`src/rtl/mem_line_arbiter.sv`:
```
// mem_line_arbiter: one-at-a-time 4-word line transfer between I/D caches and unified memory.
// Define ARB_ROUND_ROBIN_EN for round-robin arbitration on contention (default: D over I).
module mem_line_arbiter #(
  parameter int XLEN        = 32,
  parameter int WORDS       = 4,
  parameter int LADDR_BITS  = 8,
  parameter int MEM_LATENCY = 4,
  localparam int LW         = XLEN * WORDS
) (
  input  logic                  clk,
  input  logic                  rst,
  input  logic                  ic_req,
  input  logic [LADDR_BITS-1:0] ic_addr,
  output logic [LW-1:0]         ic_rdata,
  output logic                  ic_done,
  input  logic                  dc_req,
  input  logic                  dc_we,
  input  logic [LADDR_BITS-1:0] dc_addr,
  input  logic [LW-1:0]         dc_wdata,
  output logic [LW-1:0]         dc_rdata,
  output logic                  dc_done,
  output logic [LADDR_BITS-1:0] mem_addr,
  output logic                  mem_we,
  output logic [LW-1:0]         mem_wdata,
  input  logic [LW-1:0]         mem_rdata,
  output logic                  busy
);
  localparam int CW = MEM_LATENCY > 1 ? $clog2(MEM_LATENCY) : 1;
  typedef enum logic [1:0] {IDLE, XFER, RESP} state_t;
  state_t                state_q, state_d;
  logic [CW-1:0]         cnt_q, cnt_d;
  logic                  own_q, own_d;
  logic [LADDR_BITS-1:0] addr_q, addr_d;
  logic                  we_q, we_d;
  logic [LW-1:0]         wdata_q, wdata_d;
  logic [LW-1:0]         ic_rdata_q, ic_rdata_d;
  logic [LW-1:0]         dc_rdata_q, dc_rdata_d;
  logic                  grant_dc;
`ifdef ARB_ROUND_ROBIN_EN
  logic                  last_q, last_d;
  // last_q=1 means D was granted last; contention goes to the other side
  assign grant_dc = dc_req && (!ic_req || !last_q);
`else
  assign grant_dc = dc_req;
`endif
  always_comb begin
    state_d    = state_q;
    cnt_d      = cnt_q;
    own_d      = own_q;
    addr_d     = addr_q;
    we_d       = we_q;
    wdata_d    = wdata_q;
    ic_rdata_d = ic_rdata_q;
    dc_rdata_d = dc_rdata_q;
`ifdef ARB_ROUND_ROBIN_EN
    last_d     = last_q;
`endif
    case (state_q)
      IDLE: if (ic_req || dc_req) begin
        state_d = XFER;
        cnt_d   = CW'(MEM_LATENCY - 1);
        own_d   = grant_dc;
        addr_d  = grant_dc ? dc_addr : ic_addr;
        we_d    = grant_dc && dc_we;
        wdata_d = grant_dc ? dc_wdata : '0;
`ifdef ARB_ROUND_ROBIN_EN
        last_d  = grant_dc;
`endif
      end
      XFER: begin
        cnt_d = cnt_q == '0 ? '0 : cnt_q - 1'b1;
        if (cnt_q == '0) begin
          state_d    = RESP;
          dc_rdata_d = !we_q && own_q ? mem_rdata : dc_rdata_q;
          ic_rdata_d = !we_q && !own_q ? mem_rdata : ic_rdata_q;
        end
      end
      default: state_d = IDLE;
    endcase
  end
  always_ff @(posedge clk or negedge rst) begin
    if (!rst) begin
      state_q    <= IDLE;
      cnt_q      <= '0;
      own_q      <= 1'b0;
      addr_q     <= '0;
      we_q       <= 1'b0;
      wdata_q    <= '0;
      ic_rdata_q <= '0;
      dc_rdata_q <= '0;
`ifdef ARB_ROUND_ROBIN_EN
      last_q     <= 1'b1;
`endif
    end else begin
      state_q    <= state_d;
      cnt_q      <= cnt_d;
      own_q      <= own_d;
      addr_q     <= addr_d;
      we_q       <= we_d;
      wdata_q    <= wdata_d;
      ic_rdata_q <= ic_rdata_d;
      dc_rdata_q <= dc_rdata_d;
`ifdef ARB_ROUND_ROBIN_EN
      last_q     <= last_d;
`endif
    end
  end
  assign busy      = state_q != IDLE;
  assign mem_addr  = state_q == XFER ? addr_q : '0;
  assign mem_we    = state_q == XFER && cnt_q == '0 && we_q;
  assign mem_wdata = wdata_q;
  assign ic_done   = state_q == RESP && !own_q;
  assign dc_done   = state_q == RESP && own_q;
  assign ic_rdata  = ic_rdata_q;
  assign dc_rdata  = dc_rdata_q;
endmodule
```
`config.mk`:
```
export PLATFORM = sky130hd
export DESIGN_NAME = mem_line_arbiter
export DESIGN_NICKNAME = d
export VERILOG_FILES = /design/src/rtl/mem_line_arbiter.sv
export SDC_FILE = /design/constraint.sdc
export NUM_CORES = 1
export LEC_CHECK = 0
export BUFFER_PORTS_ARGS = -buffer_cell sky130_fd_sc_hd__buf_2
export CAP_MARGIN = 20
export CORE_AREA = 5 5 259 261
export DETAILED_ROUTE_END_ITERATION = 7
export DIE_AREA = 0 0 264 266
export PLACE_DENSITY = 0.55
export SLEW_MARGIN = 20
export SYNTH_ARGS = -nofsm -noshare
export SYNTH_HDL_FRONTEND = slang
export SYNTH_SLANG_ARGS = --single-unit
```
`constraint.sdc`:
```
create_clock -name clk -period 2.1 [get_ports clk]
set_clock_uncertainty 0.1 [all_clocks]
set_input_delay 0.105 -clock clk [delete_from_list [all_inputs] [get_ports clk]]
set_output_delay 0.105 -clock clk [all_outputs]
set_load 0.005 [all_outputs]
```
Word level (Yosys, flattened, before mapping). Index checks and enable logic that the tools add are counted.

Register bits after elaboration: 398. Bits of input ports: 277. Logic and storage cells: 41.

Add/sub/neg operators: 1. Eq/ne operators: 4. Multiplexer cells: 9. Reductions and logical operators: 19.

Operators by type and width (count): 128-bit 2-to-1 mux (1); 8-bit 2-to-1 mux (2); 2-bit 2-to-1 mux (4); 2-bit one-hot mux with 2 select lines (2); 1-bit logical AND (7); 2-bit AND reduction (3); 3-bit AND reduction (2); 2-bit logical NOT (2); 2-bit inequality test (second input constant) (2); 2-bit nonzero test (2); 2-bit by 1-bit equality test with 1-bit output (second input constant) (1); 2-bit equality test (second input constant) (1); 1-bit logical NOT (2); 2-bit by 1-bit subtractor with 2-bit output (second input constant) (1); 1-bit logical OR (1).

Longest topological paths before layout. Gate-level depths: netlist of the first run.

Word-level depth: 3. Mapped depth: 6.

Worst setup path before layout of the first run. OpenSTA, ideal clock, no wires.

Path type: reg-to-reg. Start: register cnt_q[1]. End: register dc_rdata_q[107] (netlist: dc_rdata[107]). Library setup time: 0.125 ns. Arrival time: 1.426 ns. Required time: 1.875 ns. Slack: 0.450 ns. Cell stages (with the launch flop): 6. Buffers on the path: 2. Period minus slack after synthesis: 1.650 ns. Cells stage by stage: dfrtp_1 > nor4b_4 > nand3b_1 > buf_2 > buf_6 > mux2_2.

Longest elaborated chain between the ends: 2.

Ends and longest elaborated chain: from (decl) (RTL line 31) `logic [CW-1:0] cnt_q, cnt_d;`; from (signal assigned) (RTL line 96) `cnt_q <= cnt_d;`; 2-bit logical NOT (RTL line 72) `if (cnt_q == '0) begin`; 3-bit AND reduction (no source line); to (signal assigned) (RTL line 102) `dc_rdata_q <= dc_rdata_d;`; to (decl) (RTL line 37) `logic [LW-1:0] dc_rdata_q, dc_rdata_d;`.

Every way passes these cells. A chain may end at the register's enable or synchronous reset.

Final worst setup path of the first run.
Start: register cnt_q[1]. End: register dc_rdata_q[90] (netlist: dc_rdata[90]).

Same word-level chain as after synthesis.

==> results.md, run 1 <==
* Reg-to-reg startpoint: cnt_q[1]
* PD cells at between 1000 and 1500 mW/mm^2
* Area grow syn2layout at 60.3%
* Top FF cell, synth: dfrtp_1
* Syn avg cell area at 16.7 um^2
* CP startpoint kind: flip-flop
* Global-route wire length before repair at 73900 um
* R2R cell count at 4
* Fin crit share at 91.8%
* Async SR Flop Fraction at between 90% and 100%
* Critical Path RT at about 2400 ps
* Layout cell share with drive strength beyond 1 at a little under three fifths
* Sequential fraction of the synthesis area at 67.4%
* Power Internal at between 20000 and 25000 uW
* Post-Synth Adder-Cell Area at 0%
* Sequential Power Share at approximately 40%
* CTS sink cnt at approximately 400
* Die ar. at approximately 0.070 mm^2
* Num CTS Buffers at 43
* Reg2Reg Setup Slack at around 170 ps
* GR Overflow Total at 0
* Hold_ws at 57.7 ps
* Maxcap violations at 0
* Initial antenna violation count at 0
* Share of the synthesized area in the top cell type at approximately two thirds
* Post-place instance area at a little under 0.02 mm^2
* First-pass DRT Iterations at 4
* FF-to-FF End: dc_rdata[90]
* Hold Startpoint: ic_req
* Max transition margin at 58.7%
* Crit Path Max Fanout at 81
* Synth top area cells: dfrtp_1 67%, mux2_2 21%, a22o_1 7.6%, buf_6 1.8%, buf_2 0.78%
* YS warnings at 0
* TritonCTS clock tree: built
* Final setup viols at 0
* Synthesized Nets at between 1000 and 1500
* Worst skew pair latency at about 540 ps
* Clock buffer depth at 3
* Drt wl/cell at 17.6 um
* Final min period at between 1500 and 2000 ps
* WS Path Type: flip-flop to flip-flop
* Synthesized area at 0.0148 mm^2
* Most frequent cells in the layout: 671 x buf_2, 398 x dfrtp_1, 274 x dlygate4sd3_1, 272 x mux2_2, 129 x a22o_1
* Largest net degree at the start of global routing at around 80
* CP endpoint kind: flip-flop
* RSZ-0062 raised after global routing: no
* Fmax at between 0.5 and 0.6 GHz
* IO Pins at between 600 and 700
* Final Hold Vio Count at 0
* Synth Area in Simple Gates at less than 1%
* RePlAce Congestion at between 0.8 and 0.9
* Main combinational cell family by area after synthesis: multiplexers
* DP HPWL at roughly 35000 um
* Worst-Margin Slew at 618 ps
* Cell accounting for the most synthesized area: dfrtp_1
* Logic pwr share at approximately a third
* IO buf count at around 670
* Fin area at between 0.02 and 0.025 mm^2
* Critical Path End: dc_rdata[90]
* Detailed-route DRC error count at 0
* FP Rows at 93
* Routed wire length at 48600 um
* Vias at approximately 11000
* Register bit total from synthesis at just under 400
* Number of antenna-violating nets in the routed design at 0
* Initial Utilization at roughly 23%
* Cells after synthesis at 887
* Nets at 2142
* Post-synthesis xor/xnor area fraction at 0%
* Most common cell after layout, fill and taps aside: buf_2
* Worst Setup SP: cnt_q[1]
* Chip width at approximately 260 um
* Clk pin slew, worst setup/hold paths at 60 ps
* Root Buffer Master: clkbuf_16
* Number of distinct library cells after synthesis at 23
* Overall Global Routing Usage at between 10% and 20%
* Worst min-delay path class: input port to flip-flop
* Vias/cell at 4.18
* Crit path arrival time at approximately 2300 ps
* Post-synthesis mux area share at between 20% and 30%
* Sw frac at roughly 30%
* Die Ht at approximately 270 um
* H-tree levels at 2
* CORE AREA at 0.0642 mm^2
* Max VDD drop at around 0.68 mV
* Clock share of power at between 20% and 30%
* Vias in the first global route at between 10000 and 15000
* Synth Area in Compound Gates at between 7 and 8%
* Drt first-iter violations at ~370
* Number of synthesized flops with an enable pin at 0
* Pleak at around 0.011 uW
* Outcome: finished clean
* Setup WS post-layout at 173 ps
* Switching pwr at approximately 10000 uW
* Number of diodes at 0
* Final Max Slew Viols at 0
* Final TNS setup at 0 ps
* Pre-CTS WS at ~190 ps
[cell usage after synthesis, types with 2 or more instances]
library cell  count
inv_1             2
nand2_1           3
buf_2            23
clkbuf_1          9
o21ai_0           2
buf_6            24
mux2_2          272
and2_1           10
buf_4             2
a22o_1          129
dfrtp_1         398
nor2_1            2
[stage by stage]
| stage | utilization (%) | power (uW) | cells |
|---|---|---|---|
| 3_5_place_dp | 30.1 | 24900 | 2400 |
| 4_1_cts | 36.9 | 33800 | 2752 |
| 2_1_floorplan | - | 18700 | 887 |
| 5_1_grt | 36.9 | 35300 | 2752 |
| 6_report | 36.9 | 33400 | 2752 |
| 3_3_place_gp | 30.1 | 24600 | 2400 |
[flip-flops by register name, summed over array words and instances, names as in the netlist]
name and count:
state_q 2, addr_q 8, cnt_q 2, we_q 1
mem_wdata 128, ic_rdata 128, own_q 1, dc_rdata 128
[cell type report]
cell class / instances / area [um^2]
Sequential cell: 398 / 9960
Clock buffer: 64 / 1340
Inverter: 2 / 7.51
Clock inverter: 13 / 249
Multi-Input combinational cell: 428 / 4390
Tap cell: 855 / 1070
Fill cell: 6176 / 40600
Timing Repair Buffer: 992 / 6660
[power groups by stage]
stage	clock network, uW	logic (uW)	registers [uW]
after global routing	8890	12600	13900
after CTS	8600	11800	13500
after detailed placement	0	11400	13500
after floorplan	0	5150	13500
final	8310	11600	13500
after global placement	0	11100	13400
[cells by family (layout without fill, tap and decap cells)]
kind of cell	after synthesis	after routing
flip-flops	398	398
multiplexers	272	272
AO/OA/AOI/OAI	135	135
buffers and inverters	61	1071
AND/OR/NAND/NOR	21	21
[per-layer routing]
layer  global-route usage (%)  up-vias  share of wire, %
met2                     24.1      485                52
met4                     4.70        0               3.5
li1                         -     5189                 -
met5                        0        -                 0
met3                     3.55       86               7.2
met1                     14.4     5731                37
[worst min path at each step]
stage / to / depth (start not counted)
after CTS: mem_wdata[7] / 3
after global routing: mem_wdata[7] / 3
after detailed placement: ic_rdata[94] / 1
after floorplan: addr_q[0] / 0
after global placement: ic_rdata[94] / 1
final: mem_wdata[7] / 3
[critical path, cell delays in order (launching register included)]
cell and delay [ps]:
dfrtp_1 430, nor4b_4 300, nand3b_1 200, buf_12 240
mux2_2 390
[repair_timing]
item | 4_1_cts | 5_1_grt
setup endpoints to repair | 1 | 0
gates resized for setup | 1 | 0
hold endpoints to repair | 769 | 0
setup buffers | 0 | 0
hold buffers | 275 | 0
Power figures use the tool's default switching activity.
==> inputs of run 2 (changes only) <==
--- a/config.mk
+++ b/config.mk
@@ -10,8 +10,8 @@
 export CORE_AREA = 5 5 259 261
 export DETAILED_ROUTE_END_ITERATION = 7
 export DIE_AREA = 0 0 264 266
+export GPL_TIMING_DRIVEN = 0
 export PLACE_DENSITY = 0.55
-export SLEW_MARGIN = 20
 export SYNTH_ARGS = -nofsm -noshare
 export SYNTH_HDL_FRONTEND = slang
 export SYNTH_SLANG_ARGS = --single-unit
==> run 2 against run 1 <==
Effect of this change: the run now ends with negative hold slack left; sequential cell count unchanged; hold slack worse by 70 ps; global-route usage up 0.80 points; design area down 0.54%; worst setup slack worse by 15 ps.
==> results.md, run 2 (synthesis results as in run 1) <==
* Outcome: finished, violations left
* Violated checks: negative hold slack
* Switching pwr at between 10000 and 15000 uW
* PD cells at between 1000 and 1500 mW/mm^2
* Logic pwr share at 35.9%
* Root Buffer Master: clkbuf_16
* Total Power at between 30000 and 40000 uW
* FF-to-FF End: mem_wdata[19]
* TritonCTS clock tree: built
* Buffers & Inverters on Critical Path at 3
* Crit-path max cell delay at between 400 and 500 ps
* Clk pin slew, worst setup/hold paths at 60 ps
* Nets at between 2000 and 2500
* Reg-to-reg startpoint: state_q[1]
* Hold_buf cts at ~280
* Fin crit share at between 90% and 100%
* Final min period at 1940 ps
* IO Pins at approximately 670
* IO buf count at ~670
* Layout cell share with drive strength beyond 1 at ~56%
* R2R cell count at 6
* RSZ-0062 raised after global routing: no
* Critical Path, Cell by Cell: nor2_2 > and2_1 > clkbuf_1 > clkbuf_4 > buf_2 > a22o_1
* Number of antenna-violating nets in the routed design at 0
* Clock share of power at between 20% and 30%
* Final Hold Vio Count at 38
* Maxcap violations at 0
* Vias at 11608
* First-pass DRT Iterations at 4
* CP endpoint kind: flip-flop
* Die ar. at approximately 0.070 mm^2
* CP startpoint kind: flip-flop
* Num CTS Buffers at 44
* WS Path Type: flip-flop to flip-flop
* Hold_ws at -12.3 ps
* Initial antenna violation count at 0
* Most common cell after layout, fill and taps aside: buf_2
* Worst Setup SP: state_q[1]
* Vias/cell at 4.19
* Worst path slowest cell: dfrtp_1
* Worst-Margin Slew at 883 ps
* RePlAce Congestion at between 0.8 and 0.9
* Crit Path Max Fanout at 10
* Setup Fix Bufs, Post-CTS at 0
* Die Ht at between 200 and 300 um
* Routed wire length at about 51000 um
* Sw frac at between 30% and 40%
* Critical Path RT at approximately 2500 ps
* FP Rows at 93
* Crit path arrival time at roughly 2300 ps
* Initial Utilization at between 20% and 30%
* Power Internal at roughly 23000 uW
* Fmax at between 0.5 and 0.6 GHz
* Drt wl/cell at ~19 um
* H-tree levels at 2
* Area grow syn2layout at 59.4%
* Most frequent cells in the layout: 693 x buf_2, 398 x dfrtp_1, 275 x dlygate4sd3_1, 272 x mux2_2, 129 x a22o_1
* Pleak at ~0.011 uW
* CORE AREA at ~0.064 mm^2
* Vias in the first global route at ~13000
* Final Max Slew Viols at 0
* GR Overflow Total at 0
* DP HPWL at roughly 38000 um
* Reg2Reg Setup Slack at between 150 and 200 ps
* Clock buffer depth at 3
* Drt first-iter violations at approximately 420
* Detailed-route DRC error count at 0
* Sequential Power Share at about two fifths
* Worst skew pair latency at 540 ps
* Max VDD drop at approximately 0.65 mV
* Overall Global Routing Usage at between 10 and 15%
* Worst min-delay path class: input port to asynchronous set/reset pin
* CTS sink cnt at 398
* Delay-heaviest family, CP: buffers and inverters
* Global-route wire length before repair at ~77000 um
* Max transition margin at approximately two fifths
* Largest net degree at the start of global routing at 120
* Chip width at 264 um
* Final setup viols at 0
-- run 2: changes by cell type in the layout (fill, tap and decap cells not counted), moves of 2 or more --
cell	before	now
buf_16	0	3
clkinv_2	3	9
clkbuf_8	14	11
buf_4	30	2
buf_2	671	693
clkbuf_1	5	14
buf_12	16	0
clkinvlp_4	2	0
clkbuf_4	0	2
buf_6	0	24
bufinv_16	7	4
-- run 2: repair_timing --
| action | in CTS | in global routing |
|---|---|---|
| gates cloned | 0 | 0 |
| endpoints found under the setup margin | 114 | 69 |
| endpoints found under the hold margin | 593 | 43 |
| pin swaps | 0 | 0 |
| gates resized for setup | 4 | 5 |
-- run 2: final cells by class --
cell class / count / area, um^2
fillers: 6182 / 40700
flip-flops and latches: 398 / 9960
repair buffers: 949 / 6200
multi-input cells: 428 / 4380
clock buffers: 64 / 1310
well taps: 855 / 1070
plain buffers: 59 / 447
clock inverters: 14 / 174
inverters: 2 / 7.51
diodes: 1 / 2.50
-- run 2: power groups by stage --
stage	Sequential [uW]	Combinational, uW	Clock, uW
3_5_place_dp	13400	11700	0
2_1_floorplan	13500	5150	0
6_report	13400	11900	7870
4_1_cts	13400	12100	8140
5_1_grt	13800	13000	8440
3_3_place_gp	13300	11500	0
-- run 2: worst max path at each step --
stage | end | slack, ps | depth (start not counted)
global placement | mem_wdata[121] | -6840 | 1
CTS | mem_wdata[96] | 20 | 5
global route | mem_wdata[19] | 40 | 6
finish | mem_wdata[19] | 160 | 6
floorplan | dc_rdata[107] | 450 | 5
detailed placement | mem_wdata[82] | -300 | 5
-- run 2: layer usage --
layer	vias up	share of wire [%]	global-route usage [%]
met3	106	7.3	3.92
met5	-	0	0
met2	496	52	25.1
li1	5220	-	-
met4	0	4.3	5.65
met1	5786	37	15.3
-- run 2: per-stage QoR --
stage / setup slack, ps / setup TNS, ps / cells / area (um^2) / util (%)
4_1_cts: 15.8 / 0 / 2769 / 23500 / 36.6
3_3_place_gp: -6840 / -2718820 / 2413 / 19200 / 29.9
5_1_grt: 38.8 / 0 / 2769 / 23500 / 36.7
6_report: 157 / 0 / 2770 / 23500 / 36.7
2_1_floorplan: 450 / 0 / 887 / 14800 / -
3_5_place_dp: -304 / -27180 / 2416 / 19300 / 30.0
